<file path="src/rtl/pic_rw_sequencer_pkg.sv">
// Shared types and constants for the 8259 bus-interface sequencer.
// Optional readback path is enabled with the PIC_READBACK_EN macro.
package pic_pkg;

  localparam int PIC_DATA_W = 8;

  typedef enum logic [2:0] {
    UNINIT,
    WAIT_ICW2,
    WAIT_ICW3,
    WAIT_ICW4,
    READY
  } state_t;

  localparam int ICW1_B = 0;
  localparam int ICW2_B = 1;
  localparam int ICW3_B = 2;
  localparam int ICW4_B = 3;

  localparam int OCW1_B = 0;
  localparam int OCW2_B = 1;
  localparam int OCW3_B = 2;

  localparam int D0_B = 0;
  localparam int D1_B = 1;
  localparam int D3_B = 3;
  localparam int D4_B = 4;

  // ICW3 is only expected in cascade mode, ICW4 only when ICW1 asked for it
  function automatic state_t next_after_icw2(input logic sngl, input logic ic4);
    if (!sngl)
      return WAIT_ICW3;
    else if (ic4)
      return WAIT_ICW4;
    else
      return READY;
  endfunction

  function automatic state_t next_after_icw3(input logic ic4);
    return ic4 ? WAIT_ICW4 : READY;
  endfunction

endpackage

</file>
<file path="src/rtl/pic_rw_sequencer_if.sv">
// CPU-facing bus bundle of the sequencer; slave = sequencer, master = CPU side.
// Readback signals exist only when PIC_READBACK_EN is defined.
interface pic_rw_sequencer_if;
  import pic_pkg::*;

  logic                  i_cs_n;
  logic                  i_wr_n;
  logic                  i_rd_n;
  logic                  i_a0;
  logic [PIC_DATA_W-1:0] i_din;
  logic [3:0]            o_icw_stb;
  logic [2:0]            o_ocw_stb;
  logic [PIC_DATA_W-1:0] o_data_out;
  logic                  o_init_done;
  logic                  o_sngl;
  logic                  o_ic4;
  logic                  o_seq_err;
`ifdef PIC_READBACK_EN
  logic [PIC_DATA_W-1:0] i_irr_in;
  logic [PIC_DATA_W-1:0] i_isr_in;
  logic [PIC_DATA_W-1:0] i_imr_in;
  logic [PIC_DATA_W-1:0] o_dout;
  logic                  o_dout_oe;
`endif

  modport slave (
    input  i_cs_n, i_wr_n, i_rd_n, i_a0, i_din,
`ifdef PIC_READBACK_EN
    input  i_irr_in, i_isr_in, i_imr_in,
    output o_dout, o_dout_oe,
`endif
    output o_icw_stb, o_ocw_stb, o_data_out, o_init_done, o_sngl, o_ic4, o_seq_err
  );

  modport master (
    output i_cs_n, i_wr_n, i_rd_n, i_a0, i_din,
`ifdef PIC_READBACK_EN
    output i_irr_in, i_isr_in, i_imr_in,
    input  o_dout, o_dout_oe,
`endif
    input  o_icw_stb, o_ocw_stb, o_data_out, o_init_done, o_sngl, o_ic4, o_seq_err
  );

endinterface

</file>
<file path="src/rtl/pic_bus_sync.sv">
// Synchroniser chains and rising-edge detect for the asynchronous wr_n/rd_n/cs_n.
module pic_bus_sync #(
  parameter int SYNC_STAGES = 2
) (
  input  logic clk,
  input  logic rst,
  input  logic i_wr_n,
  input  logic i_rd_n,
  input  logic i_cs_n,
  output logic o_wr_n_s,
  output logic o_rd_n_s,
  output logic o_cs_n_s,
  output logic o_wr_rise,
  output logic o_rd_rise,
  output logic o_cs_rise
);

  // Bit order {cs, rd, wr}. wr resets low so the idle-high line after reset
  // looks like a rise that the top rejects until it has seen wr high itself.
  localparam logic [2:0] RST_VAL = 3'b110;

  logic [2:0] r_sync [SYNC_STAGES];
  logic [2:0] r_prev;
  logic [2:0] w_lvl;
  logic [2:0] w_rise;

  always_ff @(posedge clk) begin
    if (rst) begin
      for (int i = 0; i < SYNC_STAGES; i++)
        r_sync[i] <= RST_VAL;
      r_prev <= RST_VAL;
    end else begin
      r_sync[0] <= {i_cs_n, i_rd_n, i_wr_n};
      for (int i = 1; i < SYNC_STAGES; i++)
        r_sync[i] <= r_sync[i-1];
      r_prev <= r_sync[SYNC_STAGES-1];
    end
  end

  assign w_lvl  = r_sync[SYNC_STAGES-1];
  assign w_rise = w_lvl & ~r_prev;

  assign o_wr_n_s  = w_lvl[0];
  assign o_rd_n_s  = w_lvl[1];
  assign o_cs_n_s  = w_lvl[2];
  assign o_wr_rise = w_rise[0];
  assign o_rd_rise = w_rise[1];
  assign o_cs_rise = w_rise[2];

endmodule

</file>
<file path="src/rtl/pic_rw_sequencer.sv">
// 8259 bus-interface stage: captures CPU writes, tracks the ICW sequence and
// emits one-cycle ICW/OCW strobes. Define PIC_READBACK_EN for IRR/ISR/IMR readback.
module pic_rw_sequencer
  import pic_pkg::*;
#(
  parameter int SYNC_STAGES = 2,
  parameter int DATA_W      = PIC_DATA_W
) (
  input logic               clk,
  input logic               rst,
  pic_rw_sequencer_if.slave bus
);

  logic w_wr_n_s;
  logic w_rd_n_s;
  logic w_cs_n_s;
  logic w_wr_rise;
  logic w_rd_rise;
  logic w_cs_rise;

  pic_bus_sync #(
    .SYNC_STAGES(SYNC_STAGES)
  ) u_sync (
    .clk       (clk),
    .rst       (rst),
    .i_wr_n    (bus.i_wr_n),
    .i_rd_n    (bus.i_rd_n),
    .i_cs_n    (bus.i_cs_n),
    .o_wr_n_s  (w_wr_n_s),
    .o_rd_n_s  (w_rd_n_s),
    .o_cs_n_s  (w_cs_n_s),
    .o_wr_rise (w_wr_rise),
    .o_rd_rise (w_rd_rise),
    .o_cs_rise (w_cs_rise)
  );

  logic              r_cap_cs;
  logic              r_cap_a0;
  logic [DATA_W-1:0] r_cap_din;
  logic              r_armed;

  // Capture runs while the synced strobe is low; r_armed blocks a write that
  // was already in progress when reset released.
  always_ff @(posedge clk) begin
    if (rst) begin
      r_cap_cs  <= 1'b0;
      r_cap_a0  <= 1'b0;
      r_cap_din <= '0;
      r_armed   <= 1'b0;
    end else begin
      if (w_wr_n_s)
        r_armed <= 1'b1;
      if (!w_wr_n_s) begin
        r_cap_cs <= ~w_cs_n_s;
        if (!w_cs_n_s) begin
          r_cap_a0  <= bus.i_a0;
          r_cap_din <= bus.i_din;
        end
      end
    end
  end

  logic w_commit;
  logic w_is_icw1;
  logic w_valid;
  logic [3:0] w_icw;
  logic [2:0] w_ocw;
  state_t w_next;
  state_t r_state;

  logic              r_sngl;
  logic              r_ic4;
  logic [3:0]        r_icw_stb;
  logic [2:0]        r_ocw_stb;
  logic [DATA_W-1:0] r_data_out;
  logic              r_init_done;
  logic              r_seq_err;

  assign w_commit  = w_wr_rise & r_cap_cs & r_armed;
  assign w_is_icw1 = ~r_cap_a0 & r_cap_din[D4_B];
  assign w_valid   = |{w_icw, w_ocw};

  always_comb begin
    w_icw  = '0;
    w_ocw  = '0;
    w_next = r_state;
    if (w_is_icw1) begin
      w_icw[ICW1_B] = 1'b1;
      w_next        = WAIT_ICW2;
    end else begin
      case (r_state)
        WAIT_ICW2: if (r_cap_a0) begin
          w_icw[ICW2_B] = 1'b1;
          w_next        = next_after_icw2(r_sngl, r_ic4);
        end
        WAIT_ICW3: if (r_cap_a0) begin
          w_icw[ICW3_B] = 1'b1;
          w_next        = next_after_icw3(r_ic4);
        end
        WAIT_ICW4: if (r_cap_a0) begin
          w_icw[ICW4_B] = 1'b1;
          w_next        = READY;
        end
        READY: begin
          if (r_cap_a0)
            w_ocw[OCW1_B] = 1'b1;
          else if (r_cap_din[D3_B])
            w_ocw[OCW3_B] = 1'b1;
          else
            w_ocw[OCW2_B] = 1'b1;
        end
        default: ;
      endcase
    end
  end

`ifdef PIC_READBACK_EN
  logic r_ris;
`endif

  always_ff @(posedge clk) begin
    if (rst) begin
      r_state     <= UNINIT;
      r_icw_stb   <= '0;
      r_ocw_stb   <= '0;
      r_data_out  <= '0;
      r_init_done <= 1'b0;
      r_sngl      <= 1'b0;
      r_ic4       <= 1'b0;
      r_seq_err   <= 1'b0;
`ifdef PIC_READBACK_EN
      r_ris       <= 1'b0;
`endif
    end else begin
      r_icw_stb <= '0;
      r_ocw_stb <= '0;
      r_seq_err <= 1'b0;
      if (w_commit) begin
        if (w_valid) begin
          r_icw_stb  <= w_icw;
          r_ocw_stb  <= w_ocw;
          r_data_out <= r_cap_din;
          r_state    <= w_next;
          if (|w_icw)
            r_init_done <= (w_next == READY);
          if (w_is_icw1) begin
            r_sngl <= r_cap_din[D1_B];
            r_ic4  <= r_cap_din[D0_B];
          end
`ifdef PIC_READBACK_EN
          if (w_ocw[OCW3_B] && r_cap_din[D1_B])
            r_ris <= r_cap_din[D0_B];
`endif
        end else begin
          r_seq_err <= 1'b1;
        end
      end
    end
  end

  assign bus.o_icw_stb   = r_icw_stb;
  assign bus.o_ocw_stb   = r_ocw_stb;
  assign bus.o_data_out  = r_data_out;
  assign bus.o_init_done = r_init_done;
  assign bus.o_sngl      = r_sngl;
  assign bus.o_ic4       = r_ic4;
  assign bus.o_seq_err   = r_seq_err;

`ifdef PIC_READBACK_EN
  logic [DATA_W-1:0] r_dout;
  logic              r_dout_oe;

  always_ff @(posedge clk) begin
    if (rst) begin
      r_dout    <= '0;
      r_dout_oe <= 1'b0;
    end else if (!w_rd_n_s && !w_cs_n_s) begin
      r_dout_oe <= 1'b1;
      r_dout    <= bus.i_a0 ? bus.i_imr_in : (r_ris ? bus.i_isr_in : bus.i_irr_in);
    end else begin
      r_dout_oe <= 1'b0;
      r_dout    <= '0;
    end
  end

  assign bus.o_dout    = r_dout;
  assign bus.o_dout_oe = r_dout_oe;

  logic w_unused_edges;
  assign w_unused_edges = &{1'b0, w_rd_rise, w_cs_rise};
`else
  logic w_unused_edges;
  assign w_unused_edges = &{1'b0, w_rd_rise, w_cs_rise, w_rd_n_s};
`endif

endmodule

</file>
<file path="src/flat_wrapper.sv">
// flat-port wrapper written by rule: the top's interface ports become plain ports
module pic_rw_sequencer_flat import pic_pkg::*;
#(
  parameter int SYNC_STAGES = 2,
  parameter int DATA_W      = PIC_DATA_W
)
  (clk, rst, bus_i_cs_n, bus_i_wr_n, bus_i_rd_n, bus_i_a0, bus_i_din, bus_o_icw_stb, bus_o_ocw_stb, bus_o_data_out, bus_o_init_done, bus_o_sngl, bus_o_ic4, bus_o_seq_err);
  pic_rw_sequencer_if bus_i ();
  input logic clk;
  input logic rst;
  input wire logic [$bits(bus_i.i_cs_n)-1:0] bus_i_cs_n;
  input wire logic [$bits(bus_i.i_wr_n)-1:0] bus_i_wr_n;
  input wire logic [$bits(bus_i.i_rd_n)-1:0] bus_i_rd_n;
  input wire logic [$bits(bus_i.i_a0)-1:0] bus_i_a0;
  input wire logic [$bits(bus_i.i_din)-1:0] bus_i_din;
  output wire logic [$bits(bus_i.o_icw_stb)-1:0] bus_o_icw_stb;
  output wire logic [$bits(bus_i.o_ocw_stb)-1:0] bus_o_ocw_stb;
  output wire logic [$bits(bus_i.o_data_out)-1:0] bus_o_data_out;
  output wire logic [$bits(bus_i.o_init_done)-1:0] bus_o_init_done;
  output wire logic [$bits(bus_i.o_sngl)-1:0] bus_o_sngl;
  output wire logic [$bits(bus_i.o_ic4)-1:0] bus_o_ic4;
  output wire logic [$bits(bus_i.o_seq_err)-1:0] bus_o_seq_err;
  assign bus_i.i_cs_n = bus_i_cs_n;
  assign bus_i.i_wr_n = bus_i_wr_n;
  assign bus_i.i_rd_n = bus_i_rd_n;
  assign bus_i.i_a0 = bus_i_a0;
  assign bus_i.i_din = bus_i_din;
  assign bus_o_icw_stb = bus_i.o_icw_stb;
  assign bus_o_ocw_stb = bus_i.o_ocw_stb;
  assign bus_o_data_out = bus_i.o_data_out;
  assign bus_o_init_done = bus_i.o_init_done;
  assign bus_o_sngl = bus_i.o_sngl;
  assign bus_o_ic4 = bus_i.o_ic4;
  assign bus_o_seq_err = bus_i.o_seq_err;
  pic_rw_sequencer #(.SYNC_STAGES(SYNC_STAGES), .DATA_W(DATA_W)) u_core (.clk(clk), .rst(rst), .bus(bus_i));
endmodule
</file>
<file path="config.mk">
export PLATFORM = sky130hd
export DESIGN_NAME = pic_rw_sequencer_flat
export DESIGN_NICKNAME = d
export VERILOG_FILES = /design/src/rtl/pic_rw_sequencer_pkg.sv /design/src/rtl/pic_rw_sequencer_if.sv /design/src/rtl/pic_bus_sync.sv /design/src/rtl/pic_rw_sequencer.sv /design/src/flat_wrapper.sv
export SDC_FILE = /design/constraint.sdc
export NUM_CORES = 1
export LEC_CHECK = 0
export CAP_MARGIN = 25
export CORE_MARGIN = 2
export CORE_UTILIZATION = 40
export CTS_CLUSTER_DIAMETER = 200
export DETAILED_ROUTE_END_ITERATION = 6
export HOLD_SLACK_MARGIN = 0.15
export PLACE_DENSITY = 0.7
export SYNTH_ARGS = -nofsm -noshare
export SYNTH_HDL_FRONTEND = slang
export SYNTH_SLANG_ARGS = --single-unit
</file>
<file path="constraint.sdc">
create_clock -name clk -period 3.7 [get_ports clk]
set_input_delay 0.555 -clock clk [delete_from_list [all_inputs] [get_ports clk]]
set_output_delay 0.555 -clock clk [all_outputs]
set_load 0.01 [all_outputs]
</file>
==> summary.txt, run 1 <==
Outcome
  • Status: completed

Layout
  • # diodes: 0
  • Final nets: 209
  • Share of layout cells above drive strength 1: 9.74%
  • Area growth from synthesis to layout: 25.8%
  • Finished Layout Cells: 243

Placement
  • Buffers added on ports: 31
  • # placed instances: 236
  • GPL Wtd Cong: 0.856
  • Final HPWL DP: 2050 µm

Global route
  • Pin count of the biggest net entering global routing: 31
  • Global-route usage over all layers: 14.9%
  • Vias in the first global route: 1089
  • Antenna violations before repair: 0
  • Total congestion overflow: 0
  • First-pass GRT wire length: 4780 µm

Yosys
  • Compound-gate portion of the synthesized area: 19.1%
  • Sequential area share after synthesis: 50.9%
  • Mapped Cells: 166
  • Fraction of the mapped netlist area in adder cells: 0%
  • Synth warn: 0
  • FF+latch count, synth: 38
  • Synth Area in Simple Gates: 24.4%
  • Post-Syn Area: 0.00150 mm²
  • Syn avg cell area: 9.01 µm²
  • Synth unique cells: 36
  • Main combinational cell family by area after synthesis: simple AND/OR/NAND/NOR gates
  • Post-Synth XOR/XNOR Area: 0%
  • Post-synthesis net count: 180
  • Mux cell area share after synthesis: 0%

Route
  • DR vias/cell: 5.13
  • Drt total wl: 2940 µm
  • WL/cell: 12.1 µm
  • Initial DRT Pass Iterations: 4
  • Final antenna-violating net count: 0
  • DR iter-0 viols: 91
  • DRC Markers: 0
  • Via count: 1247

Clock network
  • Worst skew pair latency: 0.28 ns
  • CTS root buf: clkbuf_8
  • CTS Hold Buffers Added: 0
  • Clk slew on worst S/H paths: 0.07 ns
  • CTS tree: yes
  • H-tree depth: 2
  • Clk buf depth: 2
  • CTS Buf Count: 5
  • Post-CTS Setup Repair Bufs: 0
  • Post-CTS sizing: 0
  • CTS sink cnt: 38

Worst setup path
  • Worst stage delay on the critical path: 0.59 ns
  • Worst Path Buf+Inv: 1
  • Required @ worst endpoint: 3.14 ns
  • Worst Setup Path Type: reg -> out
  • Crit path capture type: primary output
  • Worst Setup Start Kind: register
  • Crit path max-delay cell type: clkdlybuf4s50_1
  • Crit path cell chain: clkdlybuf4s50_1
  • Critical path peak fanout: 5
  • Critical path arrival: 1.34 ns
  • Top delay family on crit path: buffers and inverters

Floorplanning
  • Initial Utilization: 41.2%
  • Die Y-Extent: 65.1 µm
  • Boundary pin count: 33
  • Die W: 65.1 µm
  • Core Footprint: 0.00363 mm²
  • Die area: 0.00424 mm²
  • Core Rows: 22

Timing
  • Worst Tran Pin Value: 0.730 ns
  • Final Cycle Share: 51.1%
  • Max Freq: 529 MHz
  • Max-Slew Margin vs Limit: 51.1%
  • Final Critical Period: 1.89 ns
  • Hold WS: 0.408 ns
  • Final setup vio count: 0
  • Setup Skew: 0.00512 ns
  • Max Slew Vio Count: 0
  • Final hold violations: 0
  • RSZ-0062 raised after global routing: false
  • Setup TNS: 0 ns

Job
  • Max Cap Violations: 0

Pwr
  • P_leak: 0.623 nW
  • VDD IR max: 0.247 mV
  • PwrDens: 378 mW/mm²

Min path
  • Hold WC Path Type: reg -> reg
-- metrics by stage --
step | setup slack, ns | utilization (%) | total power [mW] | cell area (µm²)
final | 1.81 | 51.8 | 0.710 | 1880
after CTS | 1.80 | 51.8 | 0.720 | 1880
after global placement | 1.61 | 49.7 | 0.463 | 1800
after global routing | 1.70 | 51.8 | 0.743 | 1880
after detailed placement | 1.53 | 49.7 | 0.464 | 1800
after floorplan | 2.38 | - | 0.447 | 1500
-- sequential cells by signal (all words and copies together) (netlist names) --
| name | flops |
|---|---|
| u_core.r_state | 3 |
| u_core.bus.o_icw_stb | 4 |
| u_core.r_cap_a0 | 1 |
| u_core.bus.o_seq_err | 1 |
| u_core.r_cap_din | 8 |
| u_core.bus.o_sngl | 1 |
| u_core.bus.o_ic4 | 1 |
| u_core.r_armed | 1 |
| u_core.bus.o_init_done | 1 |
| u_core.u_sync.r_prev | 1 |
| u_core.bus.o_data_out | 8 |
| u_core.u_sync.r_sync | 4 |
| u_core.bus.o_ocw_stb | 3 |
| u_core.r_cap_cs | 1 |
-- cell families (layout without fill, tap and decap cells) --
group / count (synthesis) / in the layout
DFF: 38 / 38
and+or+nand+nor: 68 / 68
AOI/OAI and AO/OA: 46 / 46
buffers and inverters: 14 / 43
-- power breakdown --
group	internal, mW	switching [mW]
Combinational	0.0182	0.0157
Sequential	0.415	0.00505
Clock	0.129	0.126
Total	0.563	0.147
-- synthesized netlist by cell type (all sizes together) --
| library cell | number | area share, % |
|---|---|---|
| nor2 | 12 | 3.2 |
| and4 | 1 | 0.59 |
| o221a | 1 | 1.3 |
| inv | 4 | 1.0 |
| or3b | 1 | 0.59 |
| nand3 | 9 | 3.0 |
| nor4 | 1 | 0.42 |
| a31oi | 2 | 0.84 |
| dfxtp | 38 | 51 |
| o21ai | 13 | 4.4 |
| nor2b | 3 | 1.3 |
| nand4b | 1 | 0.59 |
| buf | 6 | 3.6 |
| or2b | 1 | 0.50 |
| nand2 | 24 | 6.0 |
| o21a | 1 | 0.50 |
| nand3b | 2 | 1.8 |
| nand4 | 1 | 0.42 |
| nand2b | 3 | 1.4 |
| nor3b | 3 | 2.2 |
| and2b | 1 | 0.50 |
| nor3 | 2 | 0.67 |
| a211oi | 3 | 1.8 |
| a21oi | 23 | 7.7 |
| clkbuf | 4 | 1.0 |
| o221ai | 1 | 1.0 |
| or2 | 3 | 1.3 |
| a311oi | 1 | 1.0 |
| o211ai | 1 | 0.50 |
-- cell usage in the layout, fill, tap and decap left out, types with 3 or more instances in the layout --
| cell type | instances |
|---|---|
| a21oi_1 | 23 |
| clkbuf_8 | 5 |
| clkdlybuf4s50_1 | 31 |
| dfxtp_1 | 38 |
| inv_1 | 4 |
| nand2_1 | 24 |
| nand3_1 | 9 |
| nor2_1 | 11 |
| nor2b_1 | 3 |
| o21ai_0 | 13 |
| or2_2 | 3 |
-- per-layer routing --
layer | GRT usage [%] | share of wire (%) | wire length [µm]
met5 | 0 | 0 | 0
met4 | 6.25 | 1.5 | 43
met3 | 5.65 | 4.8 | 141
met2 | 24.1 | 48 | 1400
met1 | 17.8 | 46 | 1350
-- final timing paths --
check	start	slack (ns)	cells past startpoint	end
setup / recovery	u_core.bus.o_sngl$_SDFFE_PP0P_	1.81	1	bus_o_sngl
hold / removal	u_core.u_sync.r_sync[0][2]$_SDFF_PP1_	0.41	1	u_core.u_sync.r_sync[0][5]$_SDFF_PP1_
setup reg to reg	u_core.r_state[1]$_SDFFE_PP0P_	1.96	4	u_core.r_state[0]$_SDFFE_PP0P_
hold reg to reg	u_core.u_sync.r_sync[0][2]$_SDFF_PP1_	0.41	1	u_core.u_sync.r_sync[0][5]$_SDFF_PP1_
-- cell type report --
cell class	instances	area, µm²
fillers	351	1750
flip-flops and latches	38	761
inverters	4	15.0
repair buffers	32	318
clock buffers	7	76.3
well taps	48	60.1
multi-input cells	114	651
-- worst reg2reg max path, delay by kind of cell (launching register included) --
family	cells	cell delay [ns]
flip-flops	1	0.56
AND/OR/NAND/NOR	1	0.14
AO/OA/AOI/OAI	3	0.96
(Power assumes the default switching activity.)
==> run 2, diff against run 1 <==
PLACE_DENSITY = 0.72   (was 0.7)
clock period = 1.7 ns   (was 3.7 ns; I/O delays follow)
==> summary.txt, run 2 (synthesized netlist as in run 1, its figures left out) <==
Global route
  • Vias in the first global route: 1149 (+5.5%)
  • First-pass GRT wire length: 5180 µm (+8.2%)
  • Pin count of the biggest net entering global routing: 30 (-3.2%)
  • Total congestion overflow: 0 (unchanged)
  • Global-route usage over all layers: 16.5% (+1.6 points)
  • Antenna violations before repair: 0 (unchanged)

Worst setup path
  • Worst stage delay on the critical path: 0.59 ns (about the same)
  • Worst Setup Path Type: reg -> out
  • Crit path capture type: primary output
  • Top delay family on crit path: buffers and inverters
  • Crit path max-delay cell type: clkdlybuf4s50_1
  • Crit path cell chain: clkdlybuf4s50_1
  • Critical path peak fanout: 5 (unchanged)
  • Critical path arrival: 1.34 ns (about the same)
  • Worst Path Buf+Inv: 1 (unchanged)
  • Worst Setup Start Kind: register
  • Required @ worst endpoint: 1.44 ns (-1.70 ns)

Clock network
  • CTS sink cnt: 38 (unchanged)
  • CTS root buf: clkbuf_8
  • Clk slew on worst S/H paths: 0.06 ns (about the same)
  • H-tree depth: 2 (unchanged)
  • CTS tree: yes
  • Clk buf depth: 2 (unchanged)
  • Worst skew pair latency: 0.29 ns (about the same)
  • CTS Buf Count: 5 (unchanged)
  • Post-CTS Setup Repair Bufs: 0 (unchanged)

Route
  • DR vias/cell: 4.98 (-3.0%)
  • Final antenna-violating net count: 0 (unchanged)
  • Initial DRT Pass Iterations: 4 (unchanged)
  • DRC Markers: 0 (unchanged)
  • DR iter-0 viols: 52 (-43%)
  • Via count: 1254 (+0.56%)
  • WL/cell: 12.0 µm (-0.82%)
  • Drt total wl: 3020 µm (+2.9%)

Placement
  • Final HPWL DP: 2170 µm (+6.2%)
  • GPL Wtd Cong: 0.872 (+1.9%)
  • Placed Area: 0.00187 mm² (+3.7%)
  • Buffers added on ports: 31 (unchanged)

Timing
  • Max Slew Vio Count: 0 (unchanged)
  • Final setup vio count: 0 (unchanged)
  • Max Freq: 629 MHz
  • Max-Slew Margin vs Limit: 64.9% (+14 points)
  • Setup Skew: 0.00839 ns (+0.00328 ns)
  • Final Cycle Share: 93.6%
  • Hold WS: 0.417 ns (+0.00919 ns)
  • Final Critical Period: 1.59 ns
  • Worst Tran Pin Value: 0.525 ns (-0.205 ns)
  • Setup TNS: 0 ns (unchanged)
  • RSZ-0062 raised after global routing: false
  • Final hold violations: 0 (unchanged)

Layout
  • Area growth from synthesis to layout: 33.5%
  • Reg area: 761 µm² (unchanged)
  • # diodes: 0 (unchanged)
  • Most frequent cells in the layout: dfxtp_1, clkdlybuf4s50_1, nand2_1, a21oi_1, o21ai_0
  • Final nets: 218 (+4.3%)
  • Design area: 0.00200 mm² (+6.1%)
  • Multi-input gate area: 662 µm² (+1.7%)
  • Most common cell after layout, fill and taps aside: dfxtp_1
  • Final Util: 54.9% (+3.2 points)
  • Share of layout cells above drive strength 1: 14.7% (+5.0 points)
  • Filler cells: 351 (unchanged)

Floorplanning
  • Core Rows: 22 (unchanged)
  • Die area: 0.00424 mm² (unchanged)
  • Die Y-Extent: 65.1 µm (unchanged)
  • Boundary pin count: 33 (unchanged)
  • Core Footprint: 0.00363 mm² (unchanged)
  • Initial Utilization: 41.2% (unchanged)
  • Die W: 65.1 µm (unchanged)

Pwr
  • VDD IR max: 0.527 mV (+110%)
  • Power Total: 1.77 mW (+150%)
  • PwrDens: 885 mW/mm² (+130%)
  • P_leak: 0.687 nW (+10%)

Outcome
  • Status: completed

Job
  • Max Cap Violations: 0 (unchanged)

Min path
  • Hold WC Path Type: reg -> reg
-- run 2: power breakdown --
part / switching (mW) / internal (mW) / total, mW
logic: 0.0360 / 0.0439 / 0.0799
clock network: 0.304 / 0.469 / 0.773
registers: 0.0103 / 0.904 / 0.914
total: 0.350 / 1.42 / 1.77
-- run 2: through the flow --
stage | worst slack, ns | cells
detailed placement | 0.139 | 245
floorplan | 0.417 | 166
finish | 0.109 | 252
CTS | 0.0923 | 252
global route | 0.0679 | 252
global placement | 0.124 | 245
-- run 2: layout make-up --
type	count	share of cell area (%)
clock inverter	1	1.50
multi-input combinational	114	33.2
tap	48	3.01
timing repair buffer	41	19.3
clock buffer	6	4.14
inverter	4	0.752
sequential	38	38.1
-- run 2: timing repair --
| action | in CTS | in global routing |
|---|---|---|
| setup endpoints to repair | 0 | 2 |
| hold buffers | 0 | 0 |
| resized for setup | 0 | 1 |
| hold endpoints to repair | 0 | 0 |
-- run 2: final timing paths --
check	start	end	slack [ns]	depth (start not counted)
max reg2reg	u_core.r_state[2]$_SDFFE_PP0P_	u_core.r_state[0]$_SDFFE_PP0P_	0.23	5
min reg2reg	u_core.u_sync.r_sync[0][2]$_SDFF_PP1_	u_core.u_sync.r_sync[0][5]$_SDFF_PP1_	0.42	1
min	u_core.u_sync.r_sync[0][2]$_SDFF_PP1_	u_core.u_sync.r_sync[0][5]$_SDFF_PP1_	0.42	1
max	u_core.bus.o_sngl$_SDFFE_PP0P_	bus_o_sngl	0.11	1
-- run 2: metal layers --
metal	track usage [%]	up-vias	routed length [µm]
met1	20.4	559	1420
met2	24.6	35	1370
met4	10.4	0	77
li1	-	654	-
met5	0	-	0
met3	5.65	6	151
